===== config.mk =====
export PLATFORM = sky130hd
export DESIGN_NAME = alu_op_sequencer
export DESIGN_NICKNAME = d
export VERILOG_FILES = /design/src/rtl/alu_pkg.sv /design/src/rtl/alu_op_sequencer.sv
export SDC_FILE = /design/constraint.sdc
export NUM_CORES = 1
export LEC_CHECK = 0
export BUFFER_PORTS_ARGS = -buffer_cell sky130_fd_sc_hd__buf_2
export CORE_MARGIN = 10
export CORE_UTILIZATION = 48
export CTS_CLUSTER_DIAMETER = 80
export DETAILED_ROUTE_END_ITERATION = 16
export PLACE_DENSITY = 0.8
export REMOVE_ABC_BUFFERS = 1
export SLEW_MARGIN = 20
export SYNTH_ARGS = -nofsm -noshare
export SYNTH_HDL_FRONTEND = slang
export SYNTH_SLANG_ARGS = --single-unit
export TNS_END_PERCENT = 20

===== constraint.sdc =====
create_clock -name clk -period 2.75 [get_ports clk]
set_clock_uncertainty 0.2 [all_clocks]
set_input_delay 0.55 -clock clk [delete_from_list [all_inputs] [get_ports clk]]
set_output_delay 0.55 -clock clk [all_outputs]
set_load 0.01 [all_outputs]

===== src/rtl/alu_pkg.sv =====
// Shared ALU opcode encodings, sequencer state type and opcode classification.
package alu_pkg;

  typedef logic [4:0] alu_op_t;

  localparam alu_op_t OP_NOP   = 5'b00000;
  localparam alu_op_t OP_MUL   = 5'b00010;
  localparam alu_op_t OP_DIV   = 5'b00011;
  localparam alu_op_t OP_SHIFT = 5'b00100;

  typedef enum logic [1:0] {
    IDLE  = 2'd0,
    DRIVE = 2'd1,
    RESP  = 2'd2
  } seq_state_t;

  function automatic logic is_hilo_op(input alu_op_t op);
    return (op == OP_MUL) || (op == OP_DIV);
  endfunction

endpackage


===== src/rtl/alu_op_sequencer.sv =====
// Issues one op to the combinational ALU, holds inputs SETTLE_CYCLES, captures Z, returns it.
// Latency: SETTLE_CYCLES edges accept->rsp_valid; rsp holds until consumed, HI/LO commit on consume.
module alu_op_sequencer
  import alu_pkg::*;
#(
  parameter int DATA_W        = 32,
  parameter int SETTLE_CYCLES = 2
) (
  input  logic                clk,
  input  logic                rst_n,
  input  logic                req_valid,
  output logic                req_ready,
  input  logic [4:0]          req_op,
  input  logic [DATA_W-1:0]   req_a,
  input  logic [DATA_W-1:0]   req_b,
  output logic [DATA_W-1:0]   alu_a,
  output logic [DATA_W-1:0]   alu_b,
  output logic [4:0]          alu_op,
  input  logic [2*DATA_W-1:0] alu_c,
  output logic                rsp_valid,
  input  logic                rsp_ready,
  output logic [DATA_W-1:0]   rsp_lo,
  output logic [DATA_W-1:0]   rsp_hi,
  output logic [4:0]          rsp_op,
  output logic                rsp_unsup,
  output logic [DATA_W-1:0]   hi_reg,
  output logic [DATA_W-1:0]   lo_reg,
  output logic                busy
);

  if (SETTLE_CYCLES < 1) begin : g_settle_chk
    $error("alu_op_sequencer: SETTLE_CYCLES must be >= 1");
  end

  localparam int CW = $clog2(SETTLE_CYCLES) + 1;
  localparam logic [CW-1:0] CNT_INIT = CW'(SETTLE_CYCLES - 1);

  seq_state_t          state_q, state_d;
  logic [CW-1:0]       cnt_q, cnt_d;
  alu_op_t             op_q, op_d;
  logic [DATA_W-1:0]   a_q, a_d, b_q, b_d;
  logic [2*DATA_W-1:0] z_q, z_d;
  logic [DATA_W-1:0]   hi_q, hi_d, lo_q, lo_d;
  logic                unsup_q, unsup_d;

  always_ff @(posedge clk or negedge rst_n) begin
    if (!rst_n) begin
      state_q <= IDLE;
      cnt_q   <= '0;
      op_q    <= OP_NOP;
      a_q     <= '0;
      b_q     <= '0;
      z_q     <= '0;
      hi_q    <= '0;
      lo_q    <= '0;
      unsup_q <= 1'b0;
    end else begin
      state_q <= state_d;
      cnt_q   <= cnt_d;
      op_q    <= op_d;
      a_q     <= a_d;
      b_q     <= b_d;
      z_q     <= z_d;
      hi_q    <= hi_d;
      lo_q    <= lo_d;
      unsup_q <= unsup_d;
    end
  end

  always_comb begin
    state_d   = state_q;
    cnt_d     = cnt_q;
    op_d      = op_q;
    a_d       = a_q;
    b_d       = b_q;
    z_d       = z_q;
    hi_d      = hi_q;
    lo_d      = lo_q;
    unsup_d   = unsup_q;
    req_ready = 1'b0;
    rsp_valid = 1'b0;
    alu_op    = OP_NOP;
    case (state_q)
      IDLE: begin
        req_ready = 1'b1;
        if (req_valid) begin
          op_d    = req_op;
          a_d     = req_a;
          b_d     = req_b;
          unsup_d = !(is_hilo_op(req_op) || (req_op == OP_SHIFT));
          cnt_d   = CNT_INIT;
          state_d = DRIVE;
        end
      end
      DRIVE: begin
        alu_op = op_q;
        if (cnt_q != '0) begin
          cnt_d = cnt_q - CW'(1);
        end else begin
          z_d     = alu_c;
          state_d = RESP;
        end
      end
      RESP: begin
        rsp_valid = 1'b1;
        // HI/LO commit only when the consumer takes the result, never at capture.
        if (rsp_ready) begin
          state_d = IDLE;
          if (is_hilo_op(op_q)) begin
            hi_d = z_q[2*DATA_W-1:DATA_W];
            lo_d = z_q[DATA_W-1:0];
          end
        end
      end
      default: state_d = IDLE;
    endcase
  end

  assign alu_a     = a_q;
  assign alu_b     = b_q;
  assign rsp_lo    = z_q[DATA_W-1:0];
  assign rsp_hi    = z_q[2*DATA_W-1:DATA_W];
  assign rsp_op    = op_q;
  assign rsp_unsup = unsup_q;
  assign hi_reg    = hi_q;
  assign lo_reg    = lo_q;
  assign busy      = (state_q != IDLE);

endmodule


==> flow_summary.rst, run 1 <==
.. list-table::
   :header-rows: 1

   * - Metric
     - Value
   * - #FFs+latches synth
     - 202
   * - Count of instances resized after the clock tree is built
     - 0
   * - Static leakage
     - 5.584 nW
   * - Leading cell types by total area after synthesis
     - dfrtp_1, mux2_2, mux2_4, buf_12, buf_2
   * - Maximum clock rate
     - 425.3 MHz
   * - Utilization after layout
     - 0.6605
   * - Initial Util
     - 0.4941
   * - Chip Width
     - 148.3 um
   * - Leading area contributor after synthesis
     - dfrtp_1
   * - Max rail drop VDD
     - 936.2 uV
   * - Total number of H-tree levels
     - 1
   * - Post-CTS repair timing setup buffer count
     - 0
   * - Final hold violations
     - 0
   * - Register clock-pin slew on the reported worst setup and hold paths
     - 0.06 ns
   * - Placement Cell Area
     - 9852 um2
   * - Unique cell type count in the Yosys netlist
     - 26
   * - Tot GR Track Use
     - 0.1914
   * - Largest net degree at the start of global routing
     - 78
   * - Period Utilization, post-route
     - 0.8550
   * - Fraction of final layout cells sized beyond drive strength 1
     - 0.7134
   * - Commonest non-fill, non-tap cell in the layout
     - buf_2
   * - Max-cap violations
     - 0
   * - Clock network power share
     - 0.208
   * - Vias per cell
     - 4.881
   * - Nature of the critical path startpoint
     - flop
   * - CTS tree
     - yes
   * - Final total negative setup slack
     - 0 ns
   * - Highest net fanout along the worst path
     - 8
   * - Largest Register
     - z_q
   * - Arrival time at the worst endpoint
     - 1.60 ns
   * - Ports placed on the boundary
     - 343
   * - I/O Buffers
     - 342
   * - Area Growth Syn to Fin
     - 33.68%
   * - Crit end category
     - primary output
   * - Total overflow reported by the global router
     - 0
   * - Final setup fails
     - 0
   * - Commonest non-fill, non-tap cells in the layout
     - buf_2, dfrtp_1, mux2_2
   * - Yosys Warn Count
     - 0
   * - Final worst path period need
     - 2.351 ns
   * - Hold crit path type
     - primary input to flop
   * - Switching pwr
     - 4.608 mW
   * - Layout Nets
     - 950
   * - P per Cell Area
     - 1286 nW/um2
   * - Post-synthesis instance area
     - 7906 um2
   * - Routed Wire Length
     - 21.88 mm
   * - RSZ-0062 raised after global routing
     - false
   * - Final Max Tran Viols
     - 0
   * - Share of total power in sequential cells
     - 0.398
   * - Slew margin rel.
     - 0.5841
   * - Inserted Clock Buffers
     - 22
   * - Clock sink count
     - 202
   * - DR WL/cell
     - 20.93 um
   * - Share of the synthesized area in the top cell type
     - 0.6393
   * - Clock Root Buffer
     - clkbuf_16
   * - Number of standard-cell rows in the floorplan
     - 46
   * - Total vias in the final route
     - 5101
   * - Combinational share of power
     - 0.394
   * - Final non-filler cell area
     - 10570 um2
   * - DRC
     - 0
   * - First-pass GRT wire length
     - 33.51 mm
   * - Vias in the first global route
     - 5721
   * - Buffers from clock root to sink, at most
     - 3
   * - Transition time at the pin with the least slew margin
     - 0.6239 ns
   * - First drt pass iteration count
     - 4
   * - Mean area per synthesized cell
     - 17.34 um2
   * - Outcome
     - finished, final reports clean
   * - Hold bufs inserted after CTS
     - 1
   * - Startpoint-to-endpoint class of the critical path
     - flop to primary output
   * - Placeable core area
     - 16000 um2
   * - Seq/Total Area, Yosys
     - 0.6393
   * - Gate Count Post-Synth
     - 456
   * - Number of violations reported at the end of detailed-routing iteration 0
     - 115
   * - Die height
     - 148.3 um
   * - Flip-flop count of the largest register after layout
     - 64
   * - Die Area
     - 22000 um2
   * - Skew-Pair Late Insertion Delay
     - 0.49 ns
   * - Routed Antenna Nets
     - 0
   * - Required time of the worst setup path
     - 2.00 ns
   * - Overall power consumption
     - 13.59 mW
   * - Detail Placement HPWL
     - 16.54 mm
   * - Antenna violations before repair
     - 2
   * - Total internal power
     - 8.981 mW
   * - Last weighted congestion value of the routability-driven placer
     - 0.7903
   * - Switch share
     - 0.3391
power by group through the flow:
stage | registers (mW) | clock network (mW) | logic, mW
after floorplan | 6.00 | 0 | 2.37
after global placement | 5.36 | 0 | 5.34
after detailed placement | 5.41 | 0 | 5.46
after CTS | 5.41 | 2.90 | 5.48
after global routing | 5.61 | 3.02 | 5.78
final | 5.40 | 2.83 | 5.36
critical path: stages (launching register included):
cell and delay, ns:
dfrtp_1 0.46, and2b_1 0.32, and2_1 0.18, buf_2 0.16
kinds of logic after synthesis:
logic type | Yosys count | synth area share
flip-flops | 202 | 0.6393
multiplexers | 199 | 0.3118
buffers and inverters | 28 | 0.02785
AND/OR/NAND/NOR | 20 | 0.01488
AO/OA/AOI/OAI | 6 | 0.004590
adder cells (fa/ha/maj) | 1 | 0.001582
cell usage after synthesis:
| cell | n |
|---|---|
| buf_12 | 6 |
| ha_1 | 1 |
| a2bb2oi_1 | 1 |
| nor3b_1 | 1 |
| inv_1 | 6 |
| nand2_1 | 1 |
| and2b_1 | 1 |
| mux2_2 | 138 |
| clkbuf_1 | 7 |
| o21ai_0 | 2 |
| or2_2 | 1 |
| nor3_1 | 1 |
| nand3b_1 | 1 |
| or4_4 | 1 |
| and2_1 | 5 |
| a21oi_1 | 1 |
| nand2b_1 | 1 |
| o22ai_1 | 1 |
| nor2_1 | 6 |
| dfrtp_1 | 202 |
| a31oi_1 | 1 |
| mux2_4 | 60 |
| or3b_2 | 1 |
| mux2i_1 | 1 |
| buf_2 | 8 |
| buf_6 | 1 |
path summary, 6_finish.rpt:
kind / start / endpoint / slack [ns] / cells past startpoint
max in group asynchronous: rst_n / alu_b[19] / 1.23 / 3
max: state_q[1] / alu_op[4] / 0.40 / 3
min reg2reg: alu_a[4] / alu_a[4] / 0.30 / 1
min: alu_c[37] / z_q[37] / 0.08 / 2
min in group asynchronous: rst_n / z_q[18] / 0.46 / 2
max reg2reg: state_q[0] / hi_reg[12] / 0.48 / 4
layout make-up:
type	instances	area (um2)
fillers	1167	5431
flip-flops and latches	202	5055
multi-input cells	226	2639
repair buffers	354	1876
clock buffers	30	621.8
well taps	216	270.3
clock inverters	9	80.08
inverters	6	22.52
diodes	2	5.005
metal layers:
metal	wire length (um)	track usage
met5	0	0
met1	8450	0.2136
met2	10530	0.3243
met4	447	0.04757
met3	2446	0.08920
per-stage QoR:
step                cells  setup slack [ns]  hold WS [ns]
global route         1044            0.3331       0.06489
floorplan             434            -3.872       0.05441
detailed placement   1003            0.4577        0.2887
CTS                  1043            0.3758       0.06561
finish               1045            0.3987       0.08294
global placement     1003            0.4809        0.2830
No activity file was read; power rests on OpenSTA's default activity.
==> inputs of run 2 (changes only) <==
Clock period 2.75 ns to 2.6 ns, I/O delays scaled along.
==> run 2 against run 1 <==
  * Flip-flop and latch count stayed put
  * Via count is 0.35% lower
  * Largest cell class unchanged
  * Final area is 0.13% lower
  * Combinational power is 5.8% higher
  * Wire length hardly changed
  * Count of clock-buffer cells in the layout is 3 higher
  * Register-to-register slack worse by 0.13 ns
  * Final cell count is 0.38% lower
==> flow_summary.rst, run 2 (same netlist as run 1, synthesis figures left out) <==
.. list-table::
   :header-rows: 1

   * - Metric
     - Value
   * - Required time of the worst setup path
     - 2.77 ns (+0.77 ns)
   * - Commonest non-fill, non-tap cells in the layout
     - buf_2, dfrtp_1, mux2_2
   * - Largest Register
     - z_q
   * - Antenna violations before repair
     - 2 (unchanged)
   * - Final setup slack of the worst path
     - 0.3500 ns (-0.04871 ns)
   * - Crit end category
     - flop
   * - R2R depth
     - 4 (unchanged)
   * - Routed Antenna Nets
     - 0 (unchanged)
   * - Startpoint-to-endpoint class of the critical path
     - flop to flop
   * - Commonest non-fill, non-tap cell in the layout
     - buf_2
   * - Die Area
     - 22000 um2 (unchanged)
   * - Worst Setup Slack post-DPL
     - 0.3701 ns (-0.08765 ns)
   * - Buffers from clock root to sink, at most
     - 3 (unchanged)
   * - First-pass GRT wire length
     - 33.48 mm (-0.10%)
   * - Static leakage
     - 5.591 nW (+0.12%)
   * - Area Growth Syn to Fin
     - 33.50%
   * - Hold bufs inserted after CTS
     - 1 (unchanged)
   * - Final std cells w/o fill
     - 1041 (-0.38%)
   * - Combinational share of power
     - 0.396 (+0.002)
   * - Launch instance of the worst min-delay path
     - rsp_ready
   * - Number of violations reported at the end of detailed-routing iteration 0
     - 172 (+50%)
   * - Last weighted congestion value of the routability-driven placer
     - 0.7933 (+0.38%)
   * - Reg2Reg Setup Slack
     - 0.35 ns (-0.13 ns)
   * - Hold crit path type
     - primary input to flop
   * - Layout Nets
     - 949 (-0.11%)
   * - First drt pass iteration count
     - 4 (unchanged)
   * - Tot GR Track Use
     - 0.1907 (-0.0006478)
   * - P per Cell Area
     - 1355 nW/um2 (+5.4%)
   * - CP max-delay cell
     - or4_4
   * - Final setup fails
     - 0 (unchanged)
   * - Total internal power
     - 9.475 mW (+5.5%)
   * - I/O Buffers
     - 342 (unchanged)
   * - CTS tree
     - yes
   * - Largest net degree at the start of global routing
     - 72 (-7.7%)
   * - Fraction of final layout cells sized beyond drive strength 1
     - 0.7148 (+0.001384)
   * - Final hold violations
     - 0 (unchanged)
   * - Switching pwr
     - 4.826 mW (+4.7%)
   * - Ordered cell list for the critical path
     - nand2b_1 > or4_4 > buf_12 > mux2_4
   * - RSZ-0062 raised after global routing
     - false
   * - DR WL/cell
     - 21.02 um (+0.43%)
   * - Total vias in the final route
     - 5083 (-0.35%)
   * - Chip Width
     - 148.3 um (unchanged)
   * - Vias per cell
     - 4.883 (about the same)
   * - Clock network power share
     - 0.203 (-0.005)
   * - Skew-Pair Late Insertion Delay
     - 0.49 ns (about the same)
   * - Inserted Clock Buffers
     - 21 (-4.5%)
   * - Max rail drop VDD
     - 820.5 uV (-12%)
   * - Maximum clock rate
     - 444.4 MHz
   * - Startpoint of the lowest-slack register-to-register path
     - state_q[0]
   * - Routed Wire Length
     - 21.89 mm (about the same)
   * - Arrival time at the worst endpoint
     - 2.42 ns (+0.82 ns)
   * - Die height
     - 148.3 um (unchanged)
   * - Register clock-pin slew on the reported worst setup and hold paths
     - 0.06 ns (about the same)
   * - DRC
     - 0 (unchanged)
   * - Clock sink count
     - 202 (unchanged)
   * - Initial Util
     - 0.4941 (unchanged)
   * - Final Max Tran Viols
     - 0 (unchanged)
   * - Detail Placement HPWL
     - 16.82 mm (+1.7%)
   * - Total overflow reported by the global router
     - 0 (unchanged)
   * - Number of standard-cell rows in the floorplan
     - 46 (unchanged)
   * - Utilization after layout
     - 0.6597 (-0.0008600)
   * - Switch share
     - 0.3374 (-0.001663)
   * - Highest net fanout along the worst path
     - 46 (+38)
   * - Worst setup path start
     - state_q[0]
   * - Count of instances resized after the clock tree is built
     - 0 (unchanged)
   * - Outcome
     - finished, final reports clean
   * - Transition time at the pin with the least slew margin
     - 0.4374 ns (-0.1864 ns)
   * - Total number of H-tree levels
     - 1 (unchanged)
   * - CP max stage delay
     - 0.64 ns (+0.18 ns)
   * - Nature of the critical path startpoint
     - flop
   * - Flip-flop count of the largest register after layout
     - 64 (unchanged)
   * - Vias in the first global route
     - 5747 (+0.45%)
   * - Slew margin rel.
     - 0.7073 (+0.1233)
   * - Clock Root Buffer
     - clkbuf_16
   * - Dpl cells
     - 1003 (unchanged)
   * - Total of fill cells in the finished design
     - 1123 (-3.8%)
   * - Post-CTS repair timing setup buffer count
     - 0 (unchanged)
   * - Share of total power in sequential cells
     - 0.401 (+0.003)
   * - Max-cap violations
     - 0 (unchanged)
   * - Ports placed on the boundary
     - 343 (unchanged)
   * - Final worst path period need
     - 2.250 ns
   * - Period Utilization, post-route
     - 0.8654
   * - Cell depth of the worst hold path
     - 2 (unchanged)
   * - Placeable core area
     - 16000 um2 (unchanged)
==> run 2: cell count changes in the layout (fill, tap and decap cells not counted), sizes merged <==
cell      change
clkinv        -2
bufinv        -1
clkbuf        +3
clkinvlp      -3
diode         -1
==> run 2: worst paths after layout <==
check	end
setup / recovery	hi_reg[13]
hold / removal	state_q[1]
setup reg to reg	hi_reg[13]
hold reg to reg	alu_a[29]
max in group asynchronous	alu_b[2]
min in group asynchronous	z_q[18]
==> run 2: per-stage QoR <==
| stage | hold WS, ns | power, mW | setup TNS [ns] | instance area [um2] |
|---|---|---|---|---|
| 5_1_grt | 0.04173 | 15.16 | 0 | 10560 |
| 2_1_floorplan | 0.02441 | 8.863 | -289.73 | 7709 |
| 4_1_cts | 0.02870 | 14.50 | 0 | 10550 |
| 3_3_place_gp | 0.2828 | 11.33 | 0 | 9864 |
| 3_5_place_dp | 0.2897 | 11.54 | 0 | 9864 |
| 6_report | 0.04729 | 14.30 | 0 | 10560 |
==> run 2: power by group through the flow <==
stage | clock (mW) | sequential (mW) | combinational (mW)
after CTS | 2.96 | 5.74 | 5.80
after detailed placement | 0 | 5.74 | 5.79
after floorplan | 0 | 6.35 | 2.51
final | 2.90 | 5.73 | 5.67
after global placement | 0 | 5.67 | 5.66
after global routing | 3.12 | 5.94 | 6.11
==> run 2: routing by layer <==
metal	GRT usage	vias to the layer above	wire length, um
li1	-	2327	-
met1	0.2200	2468	8604
met2	0.3151	256	10420
met3	0.08434	32	2443
met4	0.05451	0	423
met5	0	-	0
==> run 2: area by class of cell <==
class	instances	area [um2]	area share
multi-input combinational	226	2639	0.2500
clock buffer	33	660.6	0.06259
inverter	6	22.52	0.002134
antenna	1	2.502	0.0002371
sequential	202	5055	0.4789
clock inverter	3	17.52	0.001660
tap	216	270.3	0.02560
timing repair buffer	354	1888	0.1789
==> run 2: critical path: cells and delay by family (launching register included) <==
kind / cells / cell delay (ns)
multiplexers: 1 / 0.34
AND/OR/NAND/NOR: 2 / 0.84
buffers and inverters: 1 / 0.26
flip-flops: 1 / 0.44
